[src/rtl/fxp_chan_accum.sv]
`default_nettype none
// ============================================================================
// Module   : fxp_chan_accum
// Brief    : NUM_CH-channel signed fixed-point accumulator with guard bits and
//            a registered, flagged, narrowing output stage.
//            Optional macro FXP_CHAN_ACCUM_SAT_EN selects saturating narrowing.
// Revision : 1.0
// ============================================================================
module fxp_chan_accum #(
    parameter  int DATA_WIDTH = 16,
    parameter  int FIXED_PNT  = 8,
    parameter  int NUM_CH     = 4,
    parameter  int GUARD_BITS = 4,
    localparam int CH_W       = (NUM_CH > 1) ? $clog2(NUM_CH) : 1
) (
    input  logic                  clk,
    input  logic                  rst_n,
    input  logic                  clr,
    input  logic                  in_valid,
    output logic                  in_ready,
    input  logic [CH_W-1:0]       in_ch,
    input  logic [DATA_WIDTH-1:0] in_data,
    input  logic                  in_last,
    output logic                  out_valid,
    input  logic                  out_ready,
    output logic [CH_W-1:0]       out_ch,
    output logic [DATA_WIDTH-1:0] out_sum,
    output logic                  out_ovf,
    output logic                  out_unf
);

    localparam int ACC_W = DATA_WIDTH + GUARD_BITS;
    localparam int CNT_W = GUARD_BITS + 1;

    localparam logic [CNT_W-1:0] C_CNT_MAX = CNT_W'((1 << GUARD_BITS) - 1);
    localparam logic [CNT_W-1:0] C_CNT_ONE = CNT_W'(1);

    localparam logic signed [ACC_W-1:0] C_POS_MAX =
        {{(GUARD_BITS + 1){1'b0}}, {(DATA_WIDTH - 1){1'b1}}};
    localparam logic signed [ACC_W-1:0] C_NEG_MIN =
        {{(GUARD_BITS + 1){1'b1}}, {(DATA_WIDTH - 1){1'b0}}};

    // Input and output share one Q format, so FIXED_PNT only needs to be sane.
    if (FIXED_PNT < 0 || FIXED_PNT >= DATA_WIDTH) begin : g_bad_fixed_pnt
        $error("fxp_chan_accum: FIXED_PNT must lie in [0, DATA_WIDTH)");
    end

    logic signed [ACC_W-1:0] r_acc [NUM_CH];
    logic        [CNT_W-1:0] r_cnt [NUM_CH];

    logic signed [ACC_W-1:0]      w_sel_acc;
    logic        [CNT_W-1:0]      w_sel_cnt;
    logic signed [ACC_W-1:0]      w_sum;
    logic                         w_ch_ok;
    logic                         w_accept;
    logic                         w_close;
    logic                         w_load;
    logic                         w_ovf;
    logic                         w_unf;
    logic        [DATA_WIDTH-1:0] w_narrow;

    assign in_ready = rst_n && !clr && (!out_valid || out_ready);
    assign w_ch_ok  = ({1'b0, in_ch} < (CH_W + 1)'(NUM_CH));
    assign w_accept = in_valid && in_ready && w_ch_ok;

    always_comb begin
        w_sel_acc = '0;
        w_sel_cnt = '0;
        for (int i = 0; i < NUM_CH; i++) begin
            if (in_ch == CH_W'(i)) begin
                w_sel_acc = r_acc[i];
                w_sel_cnt = r_cnt[i];
            end
        end
    end

    assign w_sum   = w_sel_acc + {{GUARD_BITS{in_data[DATA_WIDTH-1]}}, in_data};
    assign w_close = in_last || (w_sel_cnt == C_CNT_MAX);
    assign w_load  = w_accept && w_close;
    assign w_ovf   = (w_sum > C_POS_MAX);
    assign w_unf   = (w_sum < C_NEG_MIN);

`ifdef FXP_CHAN_ACCUM_SAT_EN
    always_comb begin
        w_narrow = w_sum[DATA_WIDTH-1:0];
        if (w_ovf) begin
            w_narrow = {1'b0, {(DATA_WIDTH - 1){1'b1}}};
        end else if (w_unf) begin
            w_narrow = {1'b1, {(DATA_WIDTH - 1){1'b0}}};
        end
    end
`else
    assign w_narrow = w_sum[DATA_WIDTH-1:0];
`endif

    always_ff @(posedge clk or negedge rst_n) begin
        if (!rst_n) begin
            for (int i = 0; i < NUM_CH; i++) begin
                r_acc[i] <= '0;
                r_cnt[i] <= '0;
            end
        end else if (clr) begin
            for (int i = 0; i < NUM_CH; i++) begin
                r_acc[i] <= '0;
                r_cnt[i] <= '0;
            end
        end else if (w_accept) begin
            for (int i = 0; i < NUM_CH; i++) begin
                if (in_ch == CH_W'(i)) begin
                    if (w_close) begin
                        r_acc[i] <= '0;
                        r_cnt[i] <= '0;
                    end else begin
                        r_acc[i] <= w_sum;
                        r_cnt[i] <= r_cnt[i] + C_CNT_ONE;
                    end
                end
            end
        end
    end

    // A closing beat can only be accepted when the slot is free or draining,
    // so a load always wins over the handshake-clear.
    always_ff @(posedge clk or negedge rst_n) begin
        if (!rst_n) begin
            out_valid <= 1'b0;
            out_ch    <= '0;
            out_sum   <= '0;
            out_ovf   <= 1'b0;
            out_unf   <= 1'b0;
        end else if (w_load) begin
            out_valid <= 1'b1;
            out_ch    <= in_ch;
            out_sum   <= w_narrow;
            out_ovf   <= w_ovf;
            out_unf   <= w_unf;
        end else if (out_valid && out_ready) begin
            out_valid <= 1'b0;
        end
    end

endmodule
`default_nettype wire
[config.mk]
export PLATFORM = sky130hd
export DESIGN_NAME = fxp_chan_accum
export DESIGN_NICKNAME = d
export VERILOG_FILES = /design/src/rtl/fxp_chan_accum.sv
export SDC_FILE = /design/constraint.sdc
export NUM_CORES = 1
export LEC_CHECK = 0
export ABC_AREA = 1
export CORE_ASPECT_RATIO = 1.4
export CORE_UTILIZATION = 55
export CTS_CLUSTER_DIAMETER = 40
export DETAILED_ROUTE_END_ITERATION = 16
export GPL_ROUTABILITY_DRIVEN = 0
export PLACE_DENSITY = 0.86
export SLEW_MARGIN = 20
export SYNTH_ARGS = -nofsm -noshare
export SYNTH_HDL_FRONTEND = slang
export SYNTH_SLANG_ARGS = --single-unit
[constraint.sdc]
create_clock -name clk -period 2.7 [get_ports clk]
set_input_delay 0.675 -clock clk [delete_from_list [all_inputs] [get_ports clk]]
set_output_delay 0.675 -clock clk [all_outputs]
set_load 0.02 [all_outputs]
==> reports/metrics.yaml, run 1 <==
outcome:
  outcome: "did not finish"
  stop_stage: "5_1_grt"
  error: "[ERROR GRT-0232] Routing congestion too high. Check the congestion heatmap in the GUI."
synth:
  syn_area_um2: 6580
  synth_top_cell_area_share_pct: 46.0
  synthDistinctLibCells: 32
  synth_edf_count: 0
  synth.most_common_cell: "nand2_1"
  synth_commonest_cells: "341 x nand2_1, 121 x dfrtp_1, 78 x o21ai_1"
  synth_seq_area_share_pct: 46.0
  yosys_warning_total: 0
  cell_taking_the_most_area_after_synthesis: "dfrtp_1"
  ys_top_cells_by_area: "dfrtp_1 46%, nand2_1 19%, o21ai_1 5.9%"
  yosys_register_bits: 121
  mappedNetlistNets: 921
  synthesis.area_per_instance_um2: 7.54
  post_synth_inst_count: 873
  asyncSetResetFlopFracSynth_pct: 100
  synth_flop_cell: "dfrtp_1"
floorplanning:
  chipWidth_um: 94.5
  top_level_i_o_count: 46
  effective_utilization_at_floorplan_pct: 57.2
  die_h_um: 131
  rows: 46
cts:
  cts_root_buffer: "clkbuf_16"
  h_tree_lvl_count: 4
  hold_buffers: 0
  tritoncts_num_sinks: 121
  clockBufferDepth: 2
  cts_made_buffers: 17
timing:
  worst-endpoint-pin-kind: "sequential cell input"
  globalroute.repair_timing.worst_endpoint: "r_acc[39]$_DFFE_PN0P_/D"
place:
  hpwl_um: 13300
  place.port_buffers: 45
global_route:
  pin_count_of_the_biggest_net_entering_global_routing: 122
  grt_util_all_layers_pct: 70.6
  global_route.overflow_total: 3
## stage by stage
| step | hold slack [ns] | cell area, um2 | std cells | worst slack [ns] |
|---|---|---|---|---|
| after floorplan | 0.379 | 6680 | 873 | -0.0695 |
| after detailed placement | 0.461 | 7970 | 1130 | -1.04 |
| after global placement | 0.456 | 7970 | 1130 | -1.00 |
| after CTS | 0.448 | 9000 | 1177 | -0.0724 |
## logic make-up after synthesis
logic type / after synthesis / share of synthesized area [%]
compound gates: 166 / 13.4
flops: 121 / 46.0
fa+ha+maj: 24 / 4.68
buf+inv: 98 / 5.95
simple gates: 441 / 26.9
xor+xnor: 23 / 3.06
## metal layers
layer	GRT usage, %	overflow
met5	13.6	0
met4	65.0	2
met3	56.4	0
met2	84.9	1
met1	73.9	0
## what timing repair did
action,CTS
gates cloned,1
pin swaps,30
setup buffers,14
gates resized for setup,85
endpoints found under the setup margin,93
==> run 2: changes to the inputs <==
--- a/config.mk
+++ b/config.mk
@@ -6,12 +6,10 @@
 export NUM_CORES = 1
 export LEC_CHECK = 0
 export ABC_AREA = 1
-export CORE_ASPECT_RATIO = 1.4
-export CORE_UTILIZATION = 55
-export CTS_CLUSTER_DIAMETER = 40
+export CORE_UTILIZATION = 40
 export DETAILED_ROUTE_END_ITERATION = 16
 export GPL_ROUTABILITY_DRIVEN = 0
-export PLACE_DENSITY = 0.86
+export PLACE_DENSITY_LB_ADDON = 0.15
 export SLEW_MARGIN = 20
 export SYNTH_ARGS = -nofsm -noshare
 export SYNTH_HDL_FRONTEND = slang
==> run 2 against run 1 <==
Net effect:
- the flow now finishes without violations
- synthesized cell count stayed put
- synthesized area unchanged
==> reports/metrics.yaml, run 2 <==
layout:
  largest-register: "r_acc"
  register_area_um2: 3030
  post_route_cells_drive_above_1_share_pct: 29.8
  final_nets: 1076
  largest_register_ff_count: 80
  n_antenna_cell: 0
  syn2layout_area_growth_pct: 43.9
  fin_cells: 1257
  multi_input_gate_area_in_the_final_layout_um2: 3810
  layout.filler_cells: 1487
  layout_top_registers: "r_acc x80, r_cnt x20, out_sum x16"
  finish.utilization_pct: 59.2
  most-common-layout-cells: "292 x nand2_1, 121 x dfrtp_1, 108 x buf_4"
  final_common_cell: "nand2_1"
critical_path:
  setup.reg_to_reg.worst_slack_ns: 0.29
  startpoint_class_of_the_critical_path: "input port"
  worst_r2r_startpoint: "r_acc[20]"
  slowest_stage: "fa_2"
  cells_along_the_critical_path: "buf_6 > buf_8 > nor2_4 > nand2_1 > nand2_1 > o21ai_1 > inv_1 > ha_2 > inv_2 > fa_2 > inv_2 > nand2_1 > nand2_2 > and2_4 > nand2_1 > nand2_2 > xor2_4 > nand2_2 > o21ai_2"
  worst-setup-path-type: "input port to flop"
  worst-path-max-fanout: 7
  timing.critical_path.arrival_ns: 2.98
  critical-path-max-stage-delay_ns: 0.37
  path_buf_inv: 5
  crit_required_ns: 3.05
  crit_top_cell: "nand2_1"
  reg2reg_to: "out_sum[6]"
  setup.worst_path.end_class: "flop"
  timing.critical_path.max_delay_family: "simple AND/OR/NAND/NOR gates"
  crit_start: "in_ch[1]"
  reg2regPathDepth: 17
route:
  drt-pass1-iter-count: 5
  drc_errors: 0
  finalWirelength_um: 19400
  detail_route.iter0.violations: 447
  routedWlPerCell_um: 15.4
  route.antenna.remaining_nets: 0
  vias_per_cell: 4.96
  via_count: 6240
synth:
  synth_seq_area_share_pct: 46.0  # unchanged
  yosys_warning_total: 0  # unchanged
  synth_top_cell_area_share_pct: 46.0  # unchanged
  synthesis.area_per_instance_um2: 7.54  # unchanged
  ys_top_cells_by_area: "dfrtp_1 46%, nand2_1 19%, o21ai_1 5.9%"
  synth_commonest_cells: "341 x nand2_1, 121 x dfrtp_1, 78 x o21ai_1"
  syn_area_um2: 6580  # unchanged
  yosys_register_bits: 121  # unchanged
  asyncSetResetFlopFracSynth_pct: 100  # unchanged
  mappedNetlistNets: 921  # unchanged
  synthDistinctLibCells: 32  # unchanged
  post_synth_inst_count: 873  # unchanged
  synth_edf_count: 0  # unchanged
  synth.most_common_cell: "nand2_1"
  synth_flop_cell: "dfrtp_1"
  cell_taking_the_most_area_after_synthesis: "dfrtp_1"
cts:
  hold_buffers: 0  # unchanged
  clockBufferDepth: 2  # unchanged
  clk_transition_reported_paths_ns: 0.05
  h_tree_lvl_count: 4  # unchanged
  cts_root_buffer: "clkbuf_16"
  tritoncts_num_sinks: 121  # unchanged
  cts_made_buffers: 17  # unchanged
  clock_insertion_delay_worst_skew_ns: 0.43
  tritoncts: "yes"
global_route:
  first_global_vias: 5764
  pin_count_of_the_biggest_net_entering_global_routing: 122
  global_route.overflow_total: 0
  grt_pass1_wl_um: 29800
  grt_util_all_layers_pct: 23.6
  antenna_found_initial: 0
floorplanning:
  top_level_i_o_count: 46  # unchanged
  rows: 46  # unchanged
  chipWidth_um: 130  # +38%
  die_ar_um2: 17000
  die_h_um: 130  # -0.88%
  core_region_area_um2: 16000
  effective_utilization_at_floorplan_pct: 41.1  # -16 points
place:
  hpwl_um: 13700  # +3.1%
  post-place-ws_ns: -1.10  # -0.0638 ns
  place.port_buffers: 45  # unchanged
  numPlacedInstances: 1212  # +7.3%
power_and_ir_drop:
  power.leakage_uw: 0.00464
  power_uw: 6570
  p_per_area_nw_per_um2: 693
  power.ir.vdd_worst_mv: 0.468
timing:
  setup_repair_after_global_routing_missed_its_margin: "true"
  worst_slack_setup_final_ns: 0.0735
  min_period_over_period_pct: 97.3
  timing.slew.headroom_pct: 56.4
  setup_viol_count_final: 0
  final_max_slew_viol_count: 0
  fin_worst_skew_ns: 0.00716
  max_freq_mhz: 381
  tightestPinTransition_ns: 0.654
  timing.final.hold_violations: 0
  finalWorstPathRequiredPeriod_ns: 2.63
outcome:
  outcome: "finished, final reports clean"
worst_hold_path:
  hold_class: "input port to async pin"
job:
  max-cap-violations: 0
## run 2: cell counts after synthesis
Identical to the previous run, type by type.
## run 2: per-stage QoR
step	hold WS (ns)	area, um2	setup TNS [ns]
CTS	0.480	8910	0
detailed placement	0.460	8130	-89.85
global route	0.501	9480	-1.89
floorplan	0.379	6680	-0.544
finish	0.440	9480	0
global placement	0.464	8130	-92.44
## run 2: routing by layer
layer	routed length (um)	track usage (%)	vias up	part of all wire [%]
met5	0	0	-	0
met4	309	7.39	0	1.6
met3	709	5.58	25	3.7
met2	9280	37.5	129	48
met1	9110	31.9	2936	47
li1	-	-	3150	-
## run 2: logic make-up (layout without fill, tap and decap cells)
logic type | Yosys count | in the layout | synth area share [%]
fa+ha+maj | 24 | 24 | 4.68
simple gates | 441 | 441 | 26.9
buf+inv | 98 | 266 | 5.95
xor+xnor | 23 | 23 | 3.06
flops | 121 | 121 | 46.0
compound gates | 166 | 166 | 13.4
## run 2: how the worst max path moves through the flow
stage	endpoint	slack (ns)	cells past startpoint
after floorplan	r_acc[12]	-0.07	22
after global placement	out_ovf	-1.10	18
after detailed placement	r_acc[36]	-1.10	17
after CTS	r_acc[39]	0.007	18
after global routing	out_sum[14]	-0.12	19
final	r_acc[66]	0.07	19
## run 2: area by class of cell
cell class | count | share of cell area, %
Multi-Input combinational cell | 654 | 40.2
Sequential cell | 121 | 32.0
Timing Repair Buffer | 167 | 15.6
Clock buffer | 21 | 4.97
Tap cell | 216 | 2.85
Inverter | 67 | 2.84
Clock inverter | 11 | 1.53
## run 2: report_power, final
part	internal, uW	switching, uW	total (uW)
registers	2050	133	2180
logic	924	1100	2020
clock network	1520	846	2370
total	4490	2070	6570
## run 2: what timing repair did
item                                    in CTS  in global routing
pin swaps                                    5                 56
gates resized for setup                     48                134
endpoints found under the setup margin      93                 76
buffers inserted                             2                 11
## run 2: worst reg2reg max path, stage by stage (launching register included)
cell      delay [ns]
dfrtp_1         0.39
a221oi_2        0.26
nand2_1         0.09
o21ai_1         0.08
inv_1           0.06
ha_2            0.18
inv_2           0.05
fa_2            0.23
inv_2           0.06
nand2_1         0.08
nand2_2         0.07
and2_4          0.15
nand2_1         0.07
nand2_2         0.09
xor2_4          0.20
buf_4           0.13
nand2_1         0.06
nand2_1         0.06
Power figures use the tool's default switching activity.
==> run 3: changes to the inputs <==
--- a/config.mk
+++ b/config.mk
@@ -10,6 +10,7 @@
 export DETAILED_ROUTE_END_ITERATION = 16
 export GPL_ROUTABILITY_DRIVEN = 0
 export PLACE_DENSITY_LB_ADDON = 0.15
+export SKIP_LAST_GASP = 1
 export SLEW_MARGIN = 20
 export SYNTH_ARGS = -nofsm -noshare
 export SYNTH_HDL_FRONTEND = slang
==> run 3 against run 2 <==
Net effect:
- sequential share of layout area stayed put
- clock-buffer cell count stayed put
- via count decreased by 0.16%
- wire length up 0.32%
- largest cell class unchanged
==> reports/metrics.yaml, run 3 (synthesis results as in run 2) <==
outcome:
  outcome: "finished, final reports clean"
place:
  place.port_buffers: 45  # unchanged
  placedInstanceArea_um2: 8130  # unchanged
  hpwl_um: 13700  # unchanged
  numPlacedInstances: 1212  # unchanged
layout:
  n_antenna_cell: 0  # unchanged
  layout_top_registers: "r_acc x80, r_cnt x20, out_sum x16"
  layout.filler_cells: 1487  # unchanged
  most-common-layout-cells: "292 x nand2_1, 121 x dfrtp_1, 108 x buf_4"
  post_route_cells_drive_above_1_share_pct: 29.8  # unchanged
  post-route-cell-area_um2: 9480  # unchanged
  final_nets: 1076  # unchanged
  final_common_cell: "nand2_1"
  syn2layout_area_growth_pct: 43.9  # unchanged
  largest-register: "r_acc"
  fin_cells: 1257  # unchanged
  largest_register_ff_count: 80  # unchanged
floorplanning:
  chipWidth_um: 130  # unchanged
  die_h_um: 130  # unchanged
  core_region_area_um2: 16000  # unchanged
  top_level_i_o_count: 46  # unchanged
  die_ar_um2: 17000  # unchanged
  effective_utilization_at_floorplan_pct: 41.1  # unchanged
  rows: 46  # unchanged
timing:
  timing.final.hold_violations: 0  # unchanged
  fin_worst_skew_ns: 0.00750  # +0.000348 ns
  setup_viol_count_final: 0  # unchanged
  finalWorstPathRequiredPeriod_ns: 2.64  # +0.0114 ns
  final_max_slew_viol_count: 0  # unchanged
  timing.slew.headroom_pct: 56.7  # +0.30 points
  min_period_over_period_pct: 97.7  # +0.42 points
  tightestPinTransition_ns: 0.650  # -0.00448 ns
  setup_repair_after_global_routing_missed_its_margin: "true"
  max_freq_mhz: 379  # -0.43%
  fin_worst_hold_slack_ns: 0.443  # +0.00326 ns
critical_path:
  setup.worst_path.end_class: "flop"
  worst_r2r_startpoint: "r_acc[20]"
  crit_required_ns: 3.05  # about the same
  timing.critical_path.arrival_ns: 2.99  # about the same
  cells_along_the_critical_path: "buf_6 > buf_6 > inv_8 > nor2_4 > buf_4 > a221oi_2 > nand2_1 > o21ai_1 > inv_1 > ha_4 > nand2_4 > nor2_1 > nand3_1 > nand3_4 > nand2_1 > nand3b_1 > nand2_1 > buf_4 > o21ai_1"
  slowest_stage: "ha_4"
  critical-path-max-stage-delay_ns: 0.31  # -0.06 ns
  startpoint_class_of_the_critical_path: "input port"
  worst-path-max-fanout: 6  # -1
  crit_start: "in_ch[0]"
  worst-setup-path-type: "input port to flop"
  crit_top_cell: "nand2_1"
global_route:
  grt_pass1_wl_um: 29800  # unchanged
  first_global_vias: 5764  # unchanged
  global_route.overflow_total: 0  # unchanged
  antenna_found_initial: 0  # unchanged
  pin_count_of_the_biggest_net_entering_global_routing: 122  # unchanged
  grt_util_all_layers_pct: 23.6  # unchanged
cts:
  hold_buffers: 0  # unchanged
  tritoncts_num_sinks: 121  # unchanged
  clock_insertion_delay_worst_skew_ns: 0.43  # about the same
  clockBufferDepth: 2  # unchanged
  h_tree_lvl_count: 4  # unchanged
  cts_root_buffer: "clkbuf_16"
  tritoncts: "yes"
  cts_made_buffers: 17  # unchanged
  clk_transition_reported_paths_ns: 0.05  # about the same
power_and_ir_drop:
  p_per_area_nw_per_um2: 693  # about the same
  power.switching_uw: 2080  # +0.15%
  combPwrFrac_pct: 30.8  # about the same
  power.ir.vdd_worst_mv: 0.468  # about the same
  share_clk_of_total_power_pct: 36.0  # about the same
  fraction_of_power_consumed_by_sequential_logic_pct: 33.2  # about the same
  power_switching_share_pct: 31.6  # +0.033 points
  power_uw: 6570  # about the same
  power.leakage_uw: 0.00464  # about the same
  internal_power_uw: 4490  # about the same
route:
  vias_per_cell: 4.96  # -0.16%
  drc_errors: 0  # unchanged
  drt-pass1-iter-count: 7  # +2
  finalWirelength_um: 19500  # +0.32%
  route.antenna.remaining_nets: 0  # unchanged
  routedWlPerCell_um: 15.5  # +0.32%
  detail_route.iter0.violations: 461  # +3.1%
  via_count: 6230  # -0.16%
job:
  max-cap-violations: 0  # unchanged
worst_hold_path:
  hold_class: "input port to async pin"
run 3: cell counts in the layout (fill, tap and decap cells not counted):
No cell type changed its count.
run 3: path summary, 6_finish.rpt:
kind                          endpoint  slack (ns)  cells after the start
setup reg to reg            out_sum[6]        0.29                     17
min in group clk            out_sum[8]        0.48                      2
hold / removal               r_acc[34]        0.44                      2
max in group asynchronous    r_cnt[19]        1.79                      2
setup / recovery           out_sum[14]        0.06                     19
hold reg to reg             out_sum[8]        0.48                      2
run 3: critical path, delay by kind of cell:
| family | cells | cell delay, ns |
|---|---|---|
| buffers and inverters | 6 | 0.66 |
| AND/OR/NAND/NOR | 9 | 0.93 |
| adder cells (fa/ha/maj) | 1 | 0.31 |
| AO/OA/AOI/OAI | 3 | 0.41 |
run 3: per-layer routing:
metal  global-route usage, %  wire (um)  vias up
li1                        -          -     3149
met1                    31.9       9160     2911
met2                    37.5       9260      142
met3                    5.58        728       28
met4                    7.39        323        0
met5                       0          0        -
run 3: area by class of cell:
cell class | count | area, um2 | area share, %
repair buffers | 167 | 1480 | 15.6
multi-input cells | 654 | 3810 | 40.2
flip-flops and latches | 121 | 3030 | 32.0
well taps | 216 | 270 | 2.85
clock inverters | 11 | 145 | 1.53
clock buffers | 21 | 470 | 4.97
inverters | 67 | 269 | 2.84
run 3: power groups by stage:
stage / Combinational [uW] / Sequential (uW) / Clock, uW
3_5_place_dp: 1690 / 2200 / 0
5_1_grt: 2200 / 2210 / 2480
6_report: 2020 / 2180 / 2370
4_1_cts: 1780 / 2170 / 2400
2_1_floorplan: 763 / 2300 / 0
3_3_place_gp: 1680 / 2200 / 0
run 3: through the flow:
| step | TNS, ns | setup WS [ns] | utilization [%] |
|---|---|---|---|
| 3_3_place_gp | -92.44 | -1.10 | 50.8 |
| 5_1_grt | -1.91 | -0.124 | 59.2 |
| 6_report | 0 | 0.0620 | 59.2 |
| 2_1_floorplan | -0.544 | -0.0695 | - |
| 4_1_cts | 0 | 0.00719 | 55.7 |
| 3_5_place_dp | -89.85 | -1.10 | 50.8 |
run 3: repair_timing:
item / 4_1_cts / 5_1_grt
gates cloned: 0 / 0
setup endpoints to repair: 93 / 76
setup buffers: 2 / 11
pin swaps: 5 / 55
resized for setup: 48 / 134
==> run 4: changes to the inputs <==
--- a/config.mk
+++ b/config.mk
@@ -6,6 +6,7 @@
 export NUM_CORES = 1
 export LEC_CHECK = 0
 export ABC_AREA = 1
+export CAP_MARGIN = 0
 export CORE_UTILIZATION = 40
 export DETAILED_ROUTE_END_ITERATION = 16
 export GPL_ROUTABILITY_DRIVEN = 0
==> results of run 4 <==
The final DEF is identical to that of run 3; final timing and power are the same.
==> patch: new RTL, config.mk and constraints of run 2 <==
The parameter `GUARD_BITS` goes from 4 to 5.
--- a/src/rtl/fxp_chan_accum.sv
+++ b/src/rtl/fxp_chan_accum.sv
@@ -10,7 +10,7 @@
     parameter  int DATA_WIDTH = 16,
     parameter  int FIXED_PNT  = 8,
     parameter  int NUM_CH     = 4,
-    parameter  int GUARD_BITS = 4,
+    parameter  int GUARD_BITS = 5,
     localparam int CH_W       = (NUM_CH > 1) ? $clog2(NUM_CH) : 1
 ) (
     input  logic                  clk,
Behaviour: same outputs for any inputs over 4 cycles, from zero or initial values and one cycle with rst_n low; that may be too few to reach the edited logic, so the function may still have changed.
==> patch against run 2 <==
  * The flow now finishes with violations (negative setup slack)
  * Sequential cell count up 8
  * Design area up 11%
  * Area after synthesis up 8.3%
  * Worst setup slack got worse by 0.18 ns
  * Routed wire length is 13% higher
  * Final cell count rose by 5.6%
  * Power rose by 1.8%
  * Non-clock buffer count is 2 lower
  * Register-to-register slack worse by 0.15 ns
  * Largest cell class unchanged
  * Largest power group is now sequential cells
==> patch: results (changes against run 2) <==
metric;value;unit;change
rr_worst_depth;20;;+3
ctsHtreeMaxLevel;4;;unchanged
cts_root_buffer;clkbuf_16;;
met2_length;10900;µm;+17%
outcome;finished with violations;;
crit_arrival;3.11;ns;+0.13 ns
place_ws;-1.06;ns;+0.0401 ns
power.leakage;5.00;nW;+7.8%
synth.area.top_cells;dfrtp_1 (45%), nand2_1 (18%), o21ai_0 (5.1%);;
r2r_start;r_acc[21]$_DFFE_PN0P_;;
first_global_vias;6381;;+11%
setup_viol;19;;+19
fin_hold_ws;0.333;ns;-0.107 ns
finClkSkew;0.00601;ns;-0.00115 ns
grt_util_all_layers;0.239;;+0.00252
layout-drive-gt1-share;0.349;;+0.0516
fillCellCount;1482;;-0.34%
antenna_found_initial;0;;unchanged
violations;negative setup slack;;
synth_warnings;0;;unchanged
cts_made_buffers;17;;unchanged
routed-wl-met3;821;µm;+16%
drt_iter0_drc;450;;+0.67%
highest_layer;met4;;
crit_slowest_cell;o221ai_1;;
ys_seq_area_frac;0.453;;-0.00711
drtPass1Iterations;5;;unchanged
grt_util_met1;0.331;;+0.0114
crit_family;simple AND/OR/NAND/NOR gates;;
use_met3;0.0449;;-0.0109
cp_max_fo;11;;+4
vias;6855;;+9.9%
r2r_slack;0.14;ns;-0.15 ns
ir_drop;0.475;mV;+1.5%
hpwlAfterDp;14300;µm;+4.4%
reg2reg_to;r_acc[60]$_DFFE_PN0P_;;
endpoint;out_ovf$_DFFE_PN0P_;;
syn-num-nets;988;;+7.3%
clkLatencyLatePin;0.42;ns;
final_cell_count_no_fill;1327;;+5.6%
synthDistinctLibCells;35;;+9.4%
worst_slew_pin_slew;0.778;ns;+0.124 ns
syn_area_per_cell;7.60;µm²;+0.78%
ys.flop_type;dfrtp_1;;
hp-class;input pin to async pin;;
wl_met1;9920;µm;+8.8%
async_flop_share;1.00;;unchanged
layout.nets;1143;;+6.2%
top_regs;r_acc: 84 flops, r_cnt: 24 flops, out_sum: 16 flops;;
met2_usage;0.384;;+0.00949
wl_per_cell;16.5;µm;+6.8%
synthTopCellsByCount;nand2_1 (336), dfrtp_1 (129), inv_1 (73), o21ai_0 (73), o21ai_1 (70);;
port_buffers;45;;unchanged
critPathLaunch;in_ch[1];;
fin_ws;-0.108;ns;-0.182 ns
grt_pass1_wl;33500;µm;+12%
cts.reportedPaths.clkPinSlew;0.05;ns;about the same
critical-path-max-stage-delay;0.26;ns;-0.11 ns
grt_start_max_net_pins;130;;+6.6%
patch: cell families (layout without fill, tap and decap cells):
kind of cell / after synthesis / after routing / share of synthesized area
compound gates: 196 / 196 / 0.147
xor+xnor: 22 / 22 / 0.0270
fa+ha+maj: 26 / 26 / 0.0467
buf+inv: 107 / 270 / 0.0607
flops: 129 / 129 / 0.453
simple gates: 458 / 459 / 0.266
patch: worst reg2reg max path, cell delays in order (launching register included):
cell      delay [ns]
dfrtp_1         0.39
a221oi_2        0.26
nand2_1         0.08
o21ai_1         0.08
inv_1           0.08
ha_4            0.17
fa_2            0.34
nand2_2         0.07
inv_2           0.05
nand2_4         0.08
nor2_2          0.05
nand2_2         0.07
nand3_4         0.12
nand2_4         0.12
nand2_4         0.05
nand2_2         0.07
nand2_2         0.06
nor2_2          0.09
buf_6           0.13
nand2_1         0.05
o21ai_1         0.07
patch: power by group:
group / switching, mW / total [mW] / internal, mW
combinational: 1.26 / 2.30 / 1.04
sequential: 0.147 / 2.32 / 2.18
clock: 0.820 / 2.06 / 1.24
patch: metrics by stage:
stage          total power [mW]  setup TNS [ns]  cell area [µm²]
2_1_floorplan              3.28           -2.07             7320
3_3_place_gp               4.09          -85.72             8700
3_5_place_dp               4.09          -89.27             8700
4_1_cts                    6.35          -0.306             9740
5_1_grt                    7.01           -6.24            10600
6_report                   6.68          -0.893            10600
patch: timing repair:
action	4_1_cts	5_1_grt
resized for setup	96	168
pin swaps	51	87
setup endpoints to repair	93	89
gates cloned	2	1
setup buffers	14	12
patch: area by class of cell:
| class | instances | area share |
|---|---|---|
| multi-input combinational | 703 | 0.442 |
| inverter | 77 | 0.0288 |
| timing repair buffer | 165 | 0.148 |
| tap | 225 | 0.0267 |
| sequential | 129 | 0.306 |
| clock inverter | 6 | 0.00332 |
| clock buffer | 22 | 0.0459 |
